[src/rtl/moore_pattern_det.sv]
// Moore-style serial pattern detector.
// Tracks how many leading bits of PATTERN the incoming stream currently
// matches, raises a registered match flag while the full pattern has just
// been seen, and keeps a saturating count of detections.
module moore_pattern_det #(
   parameter int               PAT_W   = 4,
   parameter logic [PAT_W-1:0] PATTERN = 4'b1011,
   parameter bit               OVERLAP = 1'b1,
   parameter int               CNT_W   = 8,
   localparam int              LVL_W   = $clog2(PAT_W + 1)
) (
   input  logic             clk,
   input  logic             rst,
   input  logic             en,
   input  logic             din,
   input  logic             clr,
   output logic             match,
   output logic [LVL_W-1:0] level,
   output logic [CNT_W-1:0] match_cnt
);

   // The FSM state is a phase plus the number of pattern bits matched so
   // far. PART with level k is the state Pk; DET always carries level PAT_W.
   // The level register doubles as the level output.
   typedef enum logic [1:0] {
      IDLE = 2'd0,
      PART = 2'd1,
      DET  = 2'd2
   } PhaseState;

   // Length of the longest pattern prefix that is a suffix of the string
   // made of the first k pattern bits followed by bit b. A result of k+1
   // means b extended the match; anything shorter is the fallback point.
   function automatic int stepLen(input int k, input logic b);
      logic [16:0] seqBits;
      logic        same;
      seqBits = '0;
      for (int i = 0; i < k; i++) begin
         seqBits[i] = PATTERN[PAT_W-1-i];
      end
      seqBits[k] = b;
      for (int j = k + 1; j > 0; j--) begin
         same = 1'b1;
         for (int i = 0; i < j; i++) begin
            if (seqBits[k+1-j+i] != PATTERN[PAT_W-1-i]) begin
               same = 1'b0;
            end
         end
         if (same) begin
            return j;
         end
      end
      return 0;
   endfunction

   // Length of the longest proper prefix of PATTERN that is also a suffix
   // of it; this is where an overlapping search resumes after a detection.
   function automatic int borderLen();
      logic same;
      for (int j = PAT_W - 1; j > 0; j--) begin
         same = 1'b1;
         for (int i = 0; i < j; i++) begin
            if (PATTERN[PAT_W-1-i] != PATTERN[j-1-i]) begin
               same = 1'b0;
            end
         end
         if (same) begin
            return j;
         end
      end
      return 0;
   endfunction

   localparam int               F_LEN       = OVERLAP ? borderLen() : 0;
   localparam int               TBL_N       = 2 ** LVL_W;
   localparam logic [LVL_W-1:0] FULL_LVL    = LVL_W'(PAT_W);
   localparam logic [LVL_W-1:0] RESTART_LVL = LVL_W'(F_LEN);
   localparam logic [CNT_W-1:0] CNT_MAX     = {CNT_W{1'b1}};

   PhaseState        phase;
   logic [LVL_W-1:0] nextOnZero [TBL_N];
   logic [LVL_W-1:0] nextOnOne  [TBL_N];
   logic [LVL_W-1:0] fromLvl;
   logic [LVL_W-1:0] stepLvl;
   logic             legalSrc;
   logic             enterDet;

   // The transition table is fixed by PATTERN, so every entry is folded to
   // a constant while the design is elaborated. Entries past PAT_W-1 can
   // only be reached from a corrupted level and simply point back to 0;
   // sizing the table to a power of two keeps the lookup index full width.
   for (genvar k = 0; k < TBL_N; k++) begin : gTable
      if (k < PAT_W) begin : gLegal
         localparam logic [LVL_W-1:0] ZERO_NEXT = LVL_W'(stepLen(k, 1'b0));
         localparam logic [LVL_W-1:0] ONE_NEXT  = LVL_W'(stepLen(k, 1'b1));
         assign nextOnZero[k] = ZERO_NEXT;
         assign nextOnOne[k]  = ONE_NEXT;
      end else begin : gUnused
         assign nextOnZero[k] = '0;
         assign nextOnOne[k]  = '0;
      end
   end

   // From DET the search continues as if only the overlap border had been
   // matched; from a partial state it continues from the current level.
   assign fromLvl  = (phase == DET) ? RESTART_LVL : level;
   assign stepLvl  = din ? nextOnOne[fromLvl] : nextOnZero[fromLvl];
   assign legalSrc = (phase == DET) || ((phase == PART) && (level < FULL_LVL));
   assign enterDet = en && legalSrc && (stepLvl == FULL_LVL);

   // Single clocked process: reset, the saturating detection counter with
   // its clear, and the state walk. match and level are written here as
   // registers so they always reflect the state just entered. A corrupted
   // phase or an out-of-range partial level drops back to IDLE.
   always_ff @(posedge clk) begin
      if (rst) begin
         phase     <= IDLE;
         level     <= '0;
         match     <= 1'b0;
         match_cnt <= '0;
      end else begin
         if (clr) begin
            match_cnt <= '0;
         end else if (enterDet && (match_cnt != CNT_MAX)) begin
            match_cnt <= match_cnt + CNT_W'(1);
         end

         case (phase)
            IDLE: begin
               phase <= PART;
               level <= '0;
               match <= 1'b0;
            end
            PART, DET: begin
               if (!legalSrc) begin
                  phase <= IDLE;
                  level <= '0;
                  match <= 1'b0;
               end else if (en) begin
                  if (enterDet) begin
                     phase <= DET;
                     level <= FULL_LVL;
                     match <= 1'b1;
                  end else begin
                     phase <= PART;
                     level <= stepLvl;
                     match <= 1'b0;
                  end
               end
            end
            default: begin
               phase <= IDLE;
               level <= '0;
               match <= 1'b0;
            end
         endcase
      end
   end

endmodule
[config.mk]
export PLATFORM = sky130hd
export DESIGN_NAME = moore_pattern_det
export DESIGN_NICKNAME = d
export VERILOG_FILES = /design/src/rtl/moore_pattern_det.sv
export SDC_FILE = /design/constraint.sdc
export NUM_CORES = 1
export LEC_CHECK = 0
export BUFFER_PORTS_ARGS = -buffer_cell sky130_fd_sc_hd__buf_2
export CORE_UTILIZATION = 55
export DETAILED_ROUTE_END_ITERATION = 10
export PLACE_DENSITY = 0.81
export RECOVER_POWER = 25
export SYNTH_ARGS = -nofsm -noshare
export SYNTH_HDL_FRONTEND = slang
export SYNTH_SLANG_ARGS = --single-unit
export TNS_END_PERCENT = 100
[constraint.sdc]
create_clock -name clk -period 3.45 [get_ports clk]
set_clock_uncertainty 0.1 [all_clocks]
set_input_delay 0.69 -clock clk [delete_from_list [all_inputs] [get_ports clk]]
set_output_delay 0.69 -clock clk [all_outputs]
set_load 0.05 [all_outputs]
==> results.yml, run 1 <==
final_layout:
  final_nets: 119
  area.growth.synth_to_final_pct: 15.1
  num-fill-cells: 113
  fin_cells: 123
  area_of_all_sequential_standard_cells_um2: 280
  multi_input_gate_area_in_the_final_layout_um2: 462
  finished_cell_area_um2: 906
  drive_above_1_share_pct: 22.2
  antennaDiodeCount: 0
sta:
  timing.slew.headroom_pct: 60.9
  rsz0062_at_grt: "no"
  hold_slack_ns: 0.427
  achievable-frequency_ghz: 0.470
  hold_viol: 0
  count_of_final_setup_violators: 0
  final_min_period_over_clock_period_pct: 61.6
  final-max-slew-violation-count: 0
  finalCriticalPeriod_ns: 2.13
  tightest_slew_ns: 0.590
  sum_of_negative_setup_slack_ns: 0
die:
  floorplan.initialDensity_pct: 59.7
  number_of_placed_i_o_pins: 17
  dieArea_um2: 1590
  die_width_um: 39.8
  dieHeight_um: 39.8
  coreArea_um2: 1320
  std_cell_rows: 13
cts:
  clkTransAtPathRegs_ns: 0.09
  cts.root.buffer_cell: "sky130_fd_sc_hd__clkbuf_4"
  cts_made_buffers: 3
  cts_num_sinks: 14
  cts_resized: 0
  htree_num_levels: 1
  post_cts_hold_buffer_count: 0
  cts_tree: "built"
  cts_max_path_buffers: 2
  worst_skew_pair.late_latency_ns: 0.28
  post_cts_setup_buffers: 0
placement:
  numPortBuffers: 16
  gp_routability_congestion: 0.774
  post_placement_cell_area_um2: 871
  hpwl_um: 1180
  dp.cells: 119
synthesis:
  synth.top_cells.by_count: "14 x sky130_fd_sc_hd__dfxtp_1, 9 x sky130_fd_sc_hd__a21oi_1, 8 x sky130_fd_sc_hd__inv_1"
  post_synthesis_net_count: 100
  synth.area.top_cells: "sky130_fd_sc_hd__dfxtp_1 36%, sky130_fd_sc_hd__ha_1 7.9%, sky130_fd_sc_hd__a21oi_1 5.7%"
  synth_seq_cells: 14
  postSynthCellCount: 90
  synth.lib_cells_used.distinct: 33
  synth_edf_count: 0
  share_of_the_yosys_chip_area_belonging_to_registers_pct: 35.6
  primary_flip_flop_cell_chosen_by_synthesis_mapping: "sky130_fd_sc_hd__dfxtp_1"
  synth_top_cell_by_area: "sky130_fd_sc_hd__dfxtp_1"
  async_reset_ff_share_pct: 0
  synthesis.area_um2: 787
  yosysMostFrequentCell: "sky130_fd_sc_hd__dfxtp_1"
  synth-warning-count: 0
  synth.avg_cell_area_um2: 8.74
  synthDominantCellAreaShare_pct: 35.6
detailed_routing:
  1st_pass_router_iterations: 4
  drtAntennaViolNets: 0
  post_drt_via_cell_ratio: 5.93
  drt-wirelength-per-cell_um: 13.4
  drt_wl_total_um: 1650
  routed-via-count: 729
  remaining_drc_errors: 0
  drtIter0Drc: 24
worst_hold_path:
  min-delay-path-class: "flip-flop to flip-flop"
power_and_ir_drop:
  ir_drop_mv: 0.222
  p_leak_uw: 0.000407
  power_uw: 313
  cellPowerDensity_nw_per_um2: 346
global_routing:
  maximum_number_of_pins_on_one_net_before_global_route_repair: 12
  gr-usage-all-layers_pct: 24.9
  grt_pass1_wl_um: 2570
  first_global_vias: 597
  antenna_found_initial: 0
  grt-ovfl-total: 0
setup_path:
  setup.reg_to_reg.worst_slack_ns: 1.32
  ff_to_ff_start: "phase[0]$_SDFFE_PP0P_"
  cpPeakStageDelay_ns: 0.54
  startpoint: "phase[0]$_SDFFE_PP0P_"
  worstPathArrival_ns: 2.24
  critPathLaunchType: "flip-flop"
  worst_r2r_endpoint: "match_cnt[5]$_SDFFE_PP0P_"
  worst_path_max_delay_cell: "sky130_fd_sc_hd__or4_1"
  cp.required_ns: 3.57
  crit_path_end_kind: "flip-flop"
  path_cells: "inv_1 -> ha_1 -> nand3b_4 -> or2_1 -> or4_1 -> a21oi_1"
  r2r.worst_path.cells: 6
  path_class: "flip-flop to flip-flop"
  critPathCapture: "match_cnt[5]$_SDFFE_PP0P_"
  crit_path_max_fanout: 11
run:
  max_cap_violations: 0
run_status:
  status: "completed"
[cells in the final DEF, fill, tap and decap left out, types with 3 or more instances in the layout]
| cell | n |
|---|---|
| sky130_fd_sc_hd__clkbuf_4 | 3 |
| sky130_fd_sc_hd__buf_2 | 15 |
| sky130_fd_sc_hd__nand2_1 | 3 |
| sky130_fd_sc_hd__dfxtp_1 | 14 |
| sky130_fd_sc_hd__inv_1 | 8 |
| sky130_fd_sc_hd__a21oi_1 | 9 |
| sky130_fd_sc_hd__nand3_1 | 4 |
| sky130_fd_sc_hd__ha_1 | 5 |
| sky130_fd_sc_hd__or4_1 | 3 |
| sky130_fd_sc_hd__nor3_1 | 3 |
| sky130_fd_sc_hd__nor2_1 | 6 |
[area by class of cell]
class	count	area share (%)
clock buffer	4	4.01
inverter	8	3.31
multi-input combinational	66	51.0
sequential	14	30.9
tap	15	2.07
timing repair buffer	16	8.70
[metrics by stage]
stage	utilization [%]	setup slack (ns)
final	68.8	1.32
after global routing	68.8	1.21
after CTS	68.9	1.32
after detailed placement	66.1	1.28
after global placement	66.1	1.34
after floorplan	-	1.40
[cells by family (layout without fill, tap and decap cells)]
group	Yosys count	in the layout	synth area share, %
buf+inv	10	28	5.72
compound gates	23	23	18.9
flops	14	14	35.6
fa+ha+maj	5	5	7.95
mux	2	2	2.54
simple gates	36	36	29.3
[worst min path at each step]
| stage | startpoint | endpoint | slack [ns] | depth (start not counted) |
|---|---|---|---|---|
| after floorplan | phase[1]$_SDFFE_PP0P_ | phase[1]$_SDFFE_PP0P_ | 0.43 | 2 |
| after global placement | match$_SDFFE_PP0P_ | match$_SDFFE_PP0P_ | 0.37 | 2 |
| after detailed placement | match_cnt[7]$_SDFFE_PP0P_ | match_cnt[7]$_SDFFE_PP0P_ | 0.40 | 2 |
| after CTS | match_cnt[7]$_SDFFE_PP0P_ | match_cnt[7]$_SDFFE_PP0P_ | 0.42 | 2 |
| after global routing | match_cnt[7]$_SDFFE_PP0P_ | match_cnt[7]$_SDFFE_PP0P_ | 0.45 | 2 |
| final | match_cnt[7]$_SDFFE_PP0P_ | match_cnt[7]$_SDFFE_PP0P_ | 0.43 | 2 |
[worst max-delay path: cells and delay by family (launching register included)]
family | cells | cell delay (ns)
AO/OA/AOI/OAI | 1 | 0.16
adder cells (fa/ha/maj) | 1 | 0.26
buffers and inverters | 1 | 0.08
flip-flops | 1 | 0.38
AND/OR/NAND/NOR | 3 | 1.09
[state kept, by name (all words and copies together) (netlist names)]
name       cells
phase          2
match          1
match_cnt      8
level          3
[where the power goes]
part	switching (uW)	total, uW	internal (uW)
combinational	15.1	25.8	10.7
clock	57.7	122	64.3
sequential	2.04	165	163
[per-layer routing]
layer  global-route usage, %  vias up  share of wire (%)
met5                       0        -                  0
met1                    32.9      325                 50
met2                    37.3       23                 44
met4                    10.3        0                1.3
li1                        -      377                  -
met3                    6.82        4                4.3
Power figures use the tool's default switching activity.
==> run 2, diff against run 1 <==
- CORE_UTILIZATION: 55 -> 51
- PLACE_DENSITY: 0.81 -> 0.76
- clock period: 3.45 -> 2 ns (I/O delays scaled with it)
==> results.yml, run 2 (synthesized netlist as in run 1, its figures left out) <==
detailed_routing:
  post_drt_via_cell_ratio: 5.85
  1st_pass_router_iterations: 4
  routed-via-count: 726
  drtIter0Drc: 10
  drt_wl_total_um: 1640
  drtAntennaViolNets: 0
  drt-wirelength-per-cell_um: 13.2
  remaining_drc_errors: 0
final_layout:
  largestRegisters: "match_cnt (8), level (3), phase (2)"
  num-fill-cells: 122
  area_of_all_sequential_standard_cells_um2: 283
  largest_register_ff_count: 8
  final_nets: 121
  mostFrequentLayoutCell: "sky130_fd_sc_hd__dfxtp_1"
  antennaDiodeCount: 0
  fin_cells: 124
  area.growth.synth_to_final_pct: 15.1
  layout.cells.most_common_list: "12 x sky130_fd_sc_hd__dfxtp_1, 10 x sky130_fd_sc_hd__buf_2, 9 x sky130_fd_sc_hd__a21oi_1, 8 x sky130_fd_sc_hd__inv_1"
  drive_above_1_share_pct: 21.1
  registers.top_by_ff_count: "match_cnt"
  multi_input_gate_area_in_the_final_layout_um2: 464
sta:
  hold_slack_ns: 0.217
  final-max-slew-violation-count: 0
  hold_viol: 0
  sum_of_negative_setup_slack_ns: 0
  timing.slew.headroom_pct: 59.8
  final.setup.worst_slack_ns: 0.0718
  tightest_slew_ns: 0.606
  finalCriticalPeriod_ns: 1.93
  final_min_period_over_clock_period_pct: 96.4
  achievable-frequency_ghz: 0.519
  count_of_final_setup_violators: 0
  rsz0062_at_grt: "no"
power_and_ir_drop:
  p_leak_uw: 0.000390
  power_uw: 489
  cellPowerDensity_nw_per_um2: 540
  ir_drop_mv: 0.474
setup_path:
  critPathLaunchType: "flip-flop"
  crit_path_end_kind: "flip-flop"
  worstPathArrival_ns: 2.04
  crit_path_max_fanout: 7
  cp.required_ns: 2.11
  startpoint: "phase[0]$_SDFFE_PP0P_"
  path_class: "flip-flop to flip-flop"
  worst_r2r_endpoint: "match_cnt[7]$_SDFFE_PP0P_"
  ff_to_ff_start: "phase[0]$_SDFFE_PP0P_"
  setup.reg_to_reg.worst_slack_ns: 0.07
  r2r.worst_path.cells: 6
worst_hold_path:
  timing.hold.worst.start: "rst"
  min_delay_path_depth: 2
  hold-path-endpoint: "phase[1]$_SDFFE_PP0P_"
  min-delay-path-class: "primary input to flip-flop"
cts:
  cts_tree: "built"
  htree_num_levels: 1
  cts.root.buffer_cell: "sky130_fd_sc_hd__clkbuf_4"
  cts_max_path_buffers: 2
  clkTransAtPathRegs_ns: 0.08
  post_cts_hold_buffer_count: 0
  cts_made_buffers: 3
  cts_resized: 2
  worst_skew_pair.late_latency_ns: 0.28
  cts_num_sinks: 14
  post_cts_setup_buffers: 0
global_routing:
  first_global_vias: 592
  grt_most_used_layer: "met2"
  maximum_number_of_pins_on_one_net_before_global_route_repair: 10
  global_route.usage.met2_pct: 35.9
  grt_pass1_wl_um: 2420
  gr-usage-all-layers_pct: 22.3
  antenna_found_initial: 0
  grt-ovfl-total: 0
  global_route.usage.met3_pct: 3.26
  global_route.usage.met1_pct: 27.4
run_status:
  status: "completed"
die:
  std_cell_rows: 13
  number_of_placed_i_o_pins: 17
  coreArea_um2: 1370
  floorplan.initialDensity_pct: 57.6
  dieHeight_um: 41.3
  die_width_um: 41.3
  dieArea_um2: 1700
placement:
  gp_routability_congestion: 0.806
  hpwl_um: 1230
  dp.cells: 121
  numPortBuffers: 16
  placement.setup.worst_slack_ns: -0.0734
run:
  max_cap_violations: 0
run 2: changes by cell type in the layout (fill, tap and decap cells not counted):
cell                       delta
sky130_fd_sc_hd__clkbuf_8     -1
sky130_fd_sc_hd__clkbuf_1     +5
sky130_fd_sc_hd__buf_2        -5
sky130_fd_sc_hd__or2_4        +1
sky130_fd_sc_hd__or2_1        -1
sky130_fd_sc_hd__o311ai_1     +1
sky130_fd_sc_hd__o311ai_0     -1
sky130_fd_sc_hd__buf_4        +2
sky130_fd_sc_hd__dfxtp_2      +2
sky130_fd_sc_hd__dfxtp_1      -2
run 2: worst max-delay path by stage:
stage	endpoint	slack, ns	cells past startpoint
final	match_cnt[7]$_SDFFE_PP0P_	0.07	6
after global routing	match_cnt[2]$_SDFFE_PP0P_	0.008	7
after CTS	match_cnt[7]$_SDFFE_PP0P_	0.03	6
after detailed placement	match_cnt[2]$_SDFFE_PP0P_	-0.07	7
after global placement	match_cnt[2]$_SDFFE_PP0P_	0.07	7
after floorplan	match_cnt[3]$_SDFFE_PP0P_	0.003	5
run 2: per-layer routing:
metal / share of wire, % / vias up
li1: - / 373
met2: 46 / 12
met1: 50 / 337
met5: 0 / -
met3: 2.0 / 4
met4: 1.8 / 0
run 2: area by class of cell:
type,instances,share of cell area (%)
multi-input combinational,66,51.2
sequential,14,31.2
timing repair buffer,18,9.67
inverter,8,3.31
clock buffer,3,2.49
tap,15,2.07
run 2: critical path, stage by stage (launching register included):
cell	delay, ns
sky130_fd_sc_hd__dfxtp_2	0.36
sky130_fd_sc_hd__inv_1	0.06
sky130_fd_sc_hd__ha_1	0.21
sky130_fd_sc_hd__nand3b_4	0.17
sky130_fd_sc_hd__or2_4	0.29
sky130_fd_sc_hd__or4_1	0.50
sky130_fd_sc_hd__a21oi_1	0.16
run 2: per-stage QoR:
step | cell area [um2] | util (%)
after floorplan | 788 | -
after global placement | 887 | 64.9
after detailed placement | 887 | 64.9
after CTS | 912 | 66.8
after global routing | 906 | 66.3
final | 906 | 66.3
run 2: power by group:
group | internal (uW) | switching, uW
clock | 69.8 | 88.2
combinational | 18.5 | 26.2
sequential | 282 | 3.98
total | 371 | 118
==> run 3, diff against run 2 <==
- CORE_UTILIZATION: 51 -> 40
- PLACE_DENSITY: 0.76 -> unset
- clock period: 2 -> 1.9 ns (I/O delays scaled with it)
==> results.yml, run 3 (synthesized netlist as in run 1, its figures left out) <==
cts:
  worst_skew_pair.late_latency_ns: 0.28
  cts.root.buffer_cell: "sky130_fd_sc_hd__clkbuf_4"
  cts_num_sinks: 14
  clkTransAtPathRegs_ns: 0.10
  cts_tree: "built"
  cts_made_buffers: 3
  post_cts_hold_buffer_count: 0
  cts_max_path_buffers: 2
  htree_num_levels: 1
setup_path:
  path_class: "flip-flop to flip-flop"
  worstPathArrival_ns: 1.96
  worst_path_max_delay_cell: "sky130_fd_sc_hd__or4_4"
  path_cells: "inv_1 -> ha_2 -> nand3b_4 -> or2_4 -> or4_4 -> a21oi_1"
  setup.reg_to_reg.worst_slack_ns: 0.05
  crit_path_end_kind: "flip-flop"
  critPathLaunchType: "flip-flop"
  crit_path_max_fanout: 7
  cpPeakStageDelay_ns: 0.50
  cp.required_ns: 2.01
detailed_routing:
  met2_length_um: 726
  remaining_drc_errors: 0
  post_drt_via_cell_ratio: 5.30
  drt_wl_total_um: 1680
  met3RoutedLength_um: 46
  drt-wirelength-per-cell_um: 12.2
  1st_pass_router_iterations: 4
  drtAntennaViolNets: 0
  top_signal_layer_used: "met4"
  routed-via-count: 731
  drtIter0Drc: 6
  wl_met1_um: 894
sta:
  timing.slew.headroom_pct: 60.5
  rsz0062_at_grt: "yes"
  finalCriticalPeriod_ns: 1.85
  tightest_slew_ns: 0.595
  count_of_final_setup_violators: 0
  final-max-slew-violation-count: 0
  hold_viol: 0
  final_min_period_over_clock_period_pct: 97.1
  achievable-frequency_ghz: 0.542
die:
  die_width_um: 46.4
  dieHeight_um: 46.4
  coreArea_um2: 1780
  dieArea_um2: 2150
  floorplan.initialDensity_pct: 44.1
  number_of_placed_i_o_pins: 17
  std_cell_rows: 15
placement:
  gp_routability_congestion: 0.782
  numPortBuffers: 16
  post_placement_cell_area_um2: 921
  hpwl_um: 1210
global_routing:
  gr-usage-all-layers_pct: 17.2
  first_global_vias: 617
  antenna_found_initial: 0
  maximum_number_of_pins_on_one_net_before_global_route_repair: 10
  grt-ovfl-total: 0
  grt_pass1_wl_um: 2620
power_and_ir_drop:
  p_leak_uw: 0.000417
  power_uw: 570
  ir_drop_mv: 0.330
  cellPowerDensity_nw_per_um2: 582
final_layout:
  largest_register_ff_count: 8
  layout.cells.most_common_list: "11 x sky130_fd_sc_hd__buf_2, 9 x sky130_fd_sc_hd__dfxtp_1, 8 x sky130_fd_sc_hd__inv_1, 8 x sky130_fd_sc_hd__a21oi_1, 6 x sky130_fd_sc_hd__nor2_1"
  num-fill-cells: 181
  final_nets: 124
  mostFrequentLayoutCell: "sky130_fd_sc_hd__buf_2"
  area.growth.synth_to_final_pct: 24.3
  largestRegisters: "match_cnt (8), level (3), phase (2)"
  finished_cell_area_um2: 978
  fin_util_pct: 54.9
  antennaDiodeCount: 0
  drive_above_1_share_pct: 31.9
  registers.top_by_ff_count: "match_cnt"
run:
  max_cap_violations: 0
run_status:
  status: "completed"
worst_hold_path:
  min-delay-path-class: "primary input to flip-flop"
run 3: cell count changes in the layout (fill, tap and decap cells not counted), sizes merged:
| cell | previous run | this run |
|---|---|---|
| buf | 12 | 16 |
run 3: metal layers:
metal / GRT usage, % / up-vias
met2: 22.8 / 10
met1: 25.4 / 335
li1: - / 384
met3: 3.53 / 2
met4: 8.82 / 0
met5: 0 / -
run 3: where the power goes:
group | internal, uW | switching [uW] | total, uW
logic | 22.8 | 28.1 | 51.0
registers | 297 | 3.82 | 301
clock network | 116 | 101 | 218
total | 436 | 133 | 570
run 3: worst paths after layout:
| check | start | end | cells past startpoint |
|---|---|---|---|
| hold / removal | rst | phase[1]$_SDFFE_PP0P_ | 2 |
| setup reg to reg | phase[0]$_SDFFE_PP0P_ | match_cnt[3]$_SDFFE_PP0P_ | 6 |
| setup / recovery | phase[0]$_SDFFE_PP0P_ | match_cnt[3]$_SDFFE_PP0P_ | 6 |
| hold reg to reg | match$_SDFFE_PP0P_ | match$_SDFFE_PP0P_ | 2 |
run 3: worst max-delay path, delay by kind of cell, from the launching register on:
kind / cells / cell delay (ns)
AO/OA/AOI/OAI: 1 / 0.14
adder cells (fa/ha/maj): 1 / 0.19
buffers and inverters: 1 / 0.06
flip-flops: 1 / 0.36
AND/OR/NAND/NOR: 3 / 0.91
run 3: layout make-up:
| class | count | area, um2 | share of cell area, % |
|---|---|---|---|
| Multi-Input combinational cell | 66 | 483 | 49.4 |
| Sequential cell | 14 | 287 | 29.3 |
| Timing Repair Buffer | 21 | 111 | 11.4 |
| Clock buffer | 4 | 36.3 | 3.71 |
| Tap cell | 25 | 31.3 | 3.20 |
| Inverter | 8 | 30.0 | 3.07 |
run 3: timing repair:
action / 4_1_cts / 5_1_grt
buffers inserted: 0 / 1
pin swaps: 0 / 2
setup endpoints to repair: 1 / 6
resized for setup: 1 / 6
run 3: stage by stage:
| stage | hold slack (ns) | worst slack (ns) | TNS, ns | instances |
|---|---|---|---|---|
| after detailed placement | 0.375 | 0.0309 | 0 | 133 |
| after floorplan | 0.356 | 0.0128 | 0 | 90 |
| after CTS | 0.203 | 0.0161 | 0 | 137 |
| after global placement | 0.368 | 0.0540 | 0 | 133 |
| final | 0.196 | 0.0550 | 0 | 138 |
| after global routing | 0.198 | -0.0318 | -0.0379 | 138 |
